--- src/rtl/mem_arbiter.sv ---
// Shares one PSRAM controller between the CPU (read/write) and the VIC-II (read-only).
// A VIC grant streak is capped while the CPU waits, and stalled transactions are aborted by a watchdog.
module mem_arbiter #(
    parameter int MAX_VIC_STREAK = 4,
    parameter int TIMEOUT_CYCLES = 1023
) (
    input  logic        clk,
    input  logic        reset,
    input  logic        cpu_req,
    input  logic        cpu_write,
    input  logic [3:0]  cpu_bank,
    input  logic [15:0] cpu_addr,
    input  logic [7:0]  cpu_wdata,
    output logic        cpu_ack,
    output logic [7:0]  cpu_rdata,
    input  logic        vic_req,
    input  logic [3:0]  vic_bank,
    input  logic [15:0] vic_addr,
    output logic        vic_ack,
    output logic [7:0]  vic_rdata,
    output logic        mem_ce,
    output logic        mem_write,
    output logic [3:0]  mem_bank,
    output logic [15:0] mem_addr,
    output logic [7:0]  mem_wdata,
    input  logic [7:0]  mem_rdata,
    input  logic        mem_busy,
    output logic        timeout_err
);
    localparam int CNT_W    = $clog2(TIMEOUT_CYCLES + 1);
    localparam int STREAK_W = $clog2(MAX_VIC_STREAK + 1);
    localparam logic [CNT_W-1:0]    TMO_LAST   = CNT_W'(TIMEOUT_CYCLES - 1);
    localparam logic [STREAK_W-1:0] STREAK_MAX = STREAK_W'(MAX_VIC_STREAK);

    typedef enum logic [2:0] {
        IDLE      = 3'd0,
        ISSUE     = 3'd1,
        WAIT_BUSY = 3'd2,
        WAIT_DONE = 3'd3,
        COMPLETE  = 3'd4
    } state_t;

    state_t              state_r, state_s;
    logic [CNT_W-1:0]    tmo_cnt_r, tmo_cnt_s;
    logic [STREAK_W-1:0] streak_r, streak_s;
    logic                grant_vic_r, grant_vic_s;
    logic                cpu_ack_s, vic_ack_s, mem_ce_s, mem_write_s, timeout_err_s;
    logic [7:0]          cpu_rdata_s, vic_rdata_s, mem_wdata_s;
    logic [3:0]          mem_bank_s;
    logic [15:0]         mem_addr_s;
    logic                finish_s, abort_s;

    // Next-state, arbitration and next-output computation
    always_comb begin
        state_s       = state_r;
        tmo_cnt_s     = tmo_cnt_r;
        streak_s      = streak_r;
        grant_vic_s   = grant_vic_r;
        mem_ce_s      = 1'b0;
        mem_write_s   = mem_write;
        mem_bank_s    = mem_bank;
        mem_addr_s    = mem_addr;
        mem_wdata_s   = mem_wdata;
        cpu_ack_s     = 1'b0;
        vic_ack_s     = 1'b0;
        cpu_rdata_s   = cpu_rdata;
        vic_rdata_s   = vic_rdata;
        timeout_err_s = timeout_err;
        finish_s      = 1'b0;
        abort_s       = 1'b0;

        case (state_r)
            IDLE: begin
                if (!mem_busy && (cpu_req || vic_req)) begin
                    state_s  = ISSUE;
                    mem_ce_s = 1'b1;
                    // VIC has priority until its streak would starve a waiting CPU
                    if (vic_req && (!cpu_req || (streak_r != STREAK_MAX))) begin
                        grant_vic_s = 1'b1;
                        mem_write_s = 1'b0;
                        mem_bank_s  = vic_bank;
                        mem_addr_s  = vic_addr;
                        mem_wdata_s = 8'h00;
                        if (cpu_req) begin
                            streak_s = streak_r + STREAK_W'(1);
                        end else begin
                            streak_s = '0;
                        end
                    end else begin
                        grant_vic_s = 1'b0;
                        mem_write_s = cpu_write;
                        mem_bank_s  = cpu_bank;
                        mem_addr_s  = cpu_addr;
                        mem_wdata_s = cpu_wdata;
                        streak_s    = '0;
                    end
                end else begin
                    state_s = IDLE;
                end
            end
            ISSUE: begin
                state_s   = WAIT_BUSY;
                tmo_cnt_s = '0;
            end
            WAIT_BUSY: begin
                if (tmo_cnt_r == TMO_LAST) begin
                    abort_s = 1'b1;
                end else begin
                    tmo_cnt_s = tmo_cnt_r + CNT_W'(1);
                    if (mem_busy) begin
                        state_s = WAIT_DONE;
                    end else begin
                        state_s = WAIT_BUSY;
                    end
                end
            end
            WAIT_DONE: begin
                if (tmo_cnt_r == TMO_LAST) begin
                    abort_s = 1'b1;
                end else begin
                    tmo_cnt_s = tmo_cnt_r + CNT_W'(1);
                    if (!mem_busy) begin
                        finish_s = 1'b1;
                    end else begin
                        state_s = WAIT_DONE;
                    end
                end
            end
            COMPLETE: begin
                state_s = IDLE;
            end
            default: begin
                state_s = IDLE;
            end
        endcase

        // Ack and read data are registered on entry to COMPLETE so they line up with it
        if (abort_s || finish_s) begin
            state_s = COMPLETE;
            if (grant_vic_r) begin
                vic_ack_s = 1'b1;
            end else begin
                cpu_ack_s = 1'b1;
            end
            if (abort_s) begin
                timeout_err_s = 1'b1;
                if (grant_vic_r) begin
                    vic_rdata_s = 8'hFF;
                end else begin
                    cpu_rdata_s = 8'hFF;
                end
            end else if (!mem_write) begin
                if (grant_vic_r) begin
                    vic_rdata_s = mem_rdata;
                end else begin
                    cpu_rdata_s = mem_rdata;
                end
            end else begin
                cpu_rdata_s = cpu_rdata;
                vic_rdata_s = vic_rdata;
            end
        end else begin
            cpu_ack_s = 1'b0;
            vic_ack_s = 1'b0;
        end
    end

    // State and registered outputs
    always_ff @(posedge clk) begin
        if (reset) begin
            state_r     <= IDLE;
            tmo_cnt_r   <= '0;
            streak_r    <= '0;
            grant_vic_r <= 1'b0;
            cpu_ack     <= 1'b0;
            cpu_rdata   <= 8'h00;
            vic_ack     <= 1'b0;
            vic_rdata   <= 8'h00;
            mem_ce      <= 1'b0;
            mem_write   <= 1'b0;
            mem_bank    <= 4'h0;
            mem_addr    <= 16'h0000;
            mem_wdata   <= 8'h00;
            timeout_err <= 1'b0;
        end else begin
            state_r     <= state_s;
            tmo_cnt_r   <= tmo_cnt_s;
            streak_r    <= streak_s;
            grant_vic_r <= grant_vic_s;
            cpu_ack     <= cpu_ack_s;
            cpu_rdata   <= cpu_rdata_s;
            vic_ack     <= vic_ack_s;
            vic_rdata   <= vic_rdata_s;
            mem_ce      <= mem_ce_s;
            mem_write   <= mem_write_s;
            mem_bank    <= mem_bank_s;
            mem_addr    <= mem_addr_s;
            mem_wdata   <= mem_wdata_s;
            timeout_err <= timeout_err_s;
        end
    end
endmodule

--- config.mk ---
export PLATFORM = sky130hd
export DESIGN_NAME = mem_arbiter
export DESIGN_NICKNAME = d
export VERILOG_FILES = /design/src/rtl/mem_arbiter.sv
export SDC_FILE = /design/constraint.sdc
export NUM_CORES = 1
export LEC_CHECK = 0
export ABC_AREA = 0
export CAP_MARGIN = 20
export CORE_ASPECT_RATIO = 1.25
export CORE_MARGIN = 4
export CORE_UTILIZATION = 43
export CTS_CLUSTER_DIAMETER = 30
export DETAILED_ROUTE_END_ITERATION = 16
export PLACE_DENSITY_LB_ADDON = 0.15
export SYNTH_ARGS = -nofsm -noshare
export SYNTH_HDL_FRONTEND = slang
export SYNTH_SLANG_ARGS = --single-unit
--- constraint.sdc ---
create_clock -name clk -period 2 [get_ports clk]
set_input_delay 0.4 -clock clk [delete_from_list [all_inputs] [get_ports clk]]
set_output_delay 0.4 -clock clk [all_outputs]
set_load 0.005 [all_outputs]
==> flow_summary.yaml <==
cells_and_area:
  multi_input_area_um2: 1370
  antenna_cells: 0
  final.fill_count: 515
  final_common_cell: "clkdlybuf4s50_1"
  final_nets: 497
  final_util_pct: 68.9
  area_delta_synth_final_pct: 53.5
  layout_common_cells: "clkdlybuf4s50_1, dfxtp_1, nor2_1"
  drive_above_1_share_pct: 10.3
  regArea_um2: 1320
synthesis:
  synth_edf_count: 0
  synth_nets: 377
  synth_area_per_cell_um2: 9.08
  ys_seq_area_share_pct: 46.8
  ys_types: 42
  synth_async_sr_flop_share_pct: 0
  syn_inst: 311
  syn_area_um2: 2820
  synth_warnings: 0
  synth_ff_type: "dfxtp_1"
  synth-seq-cells: 66
global_routing:
  grt-ovfl-total: 0
  grt_pass1_vias: 2635
  grt_pass1_wl_um: 12300
  grt_max_degree: 40
  grt_antenna_before_repair: 0
  grtUsageTotal_pct: 19.3
worst_setup_path:
  required_ns: 2.24
  cp-start-kind: "input pin"
  worstPathArrival_ns: 2.10
  endpoint_kind: "flop"
  cp_max_fo: 8
  crit_type: "in2reg"
place:
  io_buffers: 110
  gp_congestion: 0.802
  hpwl_um: 5490
  dp_slack_ns: -0.194
timing:
  final-hold-violation-count: 0
  timing.final.crit_share_pct: 93.3
  relSlewSlack_pct: 65.9
  finalClockSkew_ns: 0.00880
  final_max_slew_viol_count: 0
  worst_slew_pin_slew_ns: 0.509
  setup_ws_ns: 0.133
  max_freq_mhz: 536
  min_period_ns: 1.87
  grt_setup_unrepaired: "no"
  setup_viol: 0
cts:
  post_cts_buffers: 0
  cts-root-buf: "clkbuf_8"
  cts_buffer_depth: 2
  cts_tree: "done"
  cts_resized: 0
  clock_sinks: 66
  numCtsBuffers: 9
  path_clk_slew_ns: 0.08
  ctsHoldBuffers: 0
  clock_latency_ns: 0.34
  htree_num_levels: 3
route:
  drcViolationCount: 0
  dr.pass1.iters: 4
  ant_nets: 0
  vias_per_cell: 5.35
  num_vias: 2785
  drt_wl_total_um: 7440
  wl_per_cell_um: 14.3
  drtIter0Drc: 154
power_and_ir_drop:
  powerDensity_nw_per_um2: 747
  power.leakage_uw: 0.00159
  irDropWorstVdd_mv: 0.494
hold_path:
  worstHoldPathType: "in2reg"
floorplan:
  rows: 32
  core_area_um2: 6290
  ioPinCount: 111
  fp.dieH_um: 98.6
  initial_core_util_pct: 44.9
  die_w_um: 80.5
  dieArea_um2: 7930
outcome:
  status: "complete, no violations"
job:
  cap_violations: 0
-- layout make-up --
| class | count | area share, % |
|---|---|---|
| multi-input cells | 217 | 31.6 |
| flip-flops and latches | 66 | 30.5 |
| repair buffers | 131 | 29.5 |
| clock buffers | 10 | 3.18 |
| well taps | 85 | 2.45 |
| clock inverters | 6 | 2.19 |
| inverters | 6 | 0.520 |
-- worst max-delay path: stages --
cell and delay (ns):
clkdlybuf4s50_1 0.44, nand2b_1 0.17, or3_4 0.33, or3_1 0.47, o221a_1 0.29
-- path summary, 6_finish.rpt --
check,endpoint,slack (ns),cells after the start,start
worst min register to register,timeout_err,0.48,2,timeout_err
worst max register to register,cpu_rdata[2],0.19,4,state_r[2]
worst min-delay path,timeout_err,0.39,2,reset
worst max-delay path,cpu_rdata[2],0.13,5,mem_busy
-- through the flow --
step | hold WS, ns | std cells | instance area, um^2 | setup TNS [ns] | total power, uW
final | 0.389 | 521 | 4330 | 0 | 3240
after global routing | 0.389 | 521 | 4330 | 0 | 3390
after CTS | 0.381 | 521 | 4330 | 0 | 3270
after detailed placement | 0.470 | 505 | 4100 | -3.58 | 1970
after global placement | 0.451 | 505 | 4100 | -3.08 | 1960
after floorplan | 0.449 | 311 | 2820 | 0 | 1660
-- cell families after synthesis --
family,after synthesis,synth area share [%]
compound gates,73,21.9
mux,6,2.13
simple gates,134,22.8
fa+ha+maj,4,1.77
flops,66,46.8
buf+inv,28,4.61
-- flip-flops by register name, summed over array words and instances, names as in the netlist --
register,flops
mem_addr,16
tmo_cnt_r,10
cpu_rdata,8
mem_wdata,8
vic_rdata,8
mem_bank,4
state_r,3
streak_r,3
cpu_ack,1
grant_vic_r,1
mem_ce,1
mem_write,1
timeout_err,1
vic_ack,1
-- Yosys cell counts (4+ instances only) --
| master | n | share of area [%] |
|---|---|---|
| nand3_1 | 26 | 4.6 |
| a22oi_1 | 9 | 2.4 |
| clkbuf_1 | 15 | 2.0 |
| nor2_1 | 40 | 5.3 |
| ha_1 | 4 | 1.8 |
| o21ai_0 | 4 | 0.71 |
| inv_1 | 5 | 0.66 |
| a311oi_1 | 20 | 6.2 |
| nand2_1 | 37 | 4.9 |
| dfxtp_1 | 66 | 47 |
| nand4_1 | 4 | 0.89 |
| o221a_1 | 16 | 6.4 |
| mux2i_1 | 6 | 2.1 |
| or3_1 | 9 | 2.0 |
| a21oi_1 | 7 | 1.2 |
-- metal layers --
layer / routed length, um / track usage (%)
met1: 3010 / 21.8
met2: 3650 / 32.5
met3: 675 / 6.86
met4: 108 / 8.19
met5: 0 / 0
-- where the power goes --
part / total (uW) / switching (uW) / internal (uW)
clock: 1300 / 544 / 753
sequential: 1410 / 38.4 / 1380
combinational: 526 / 216 / 310
Power figures use the tool's default switching activity.
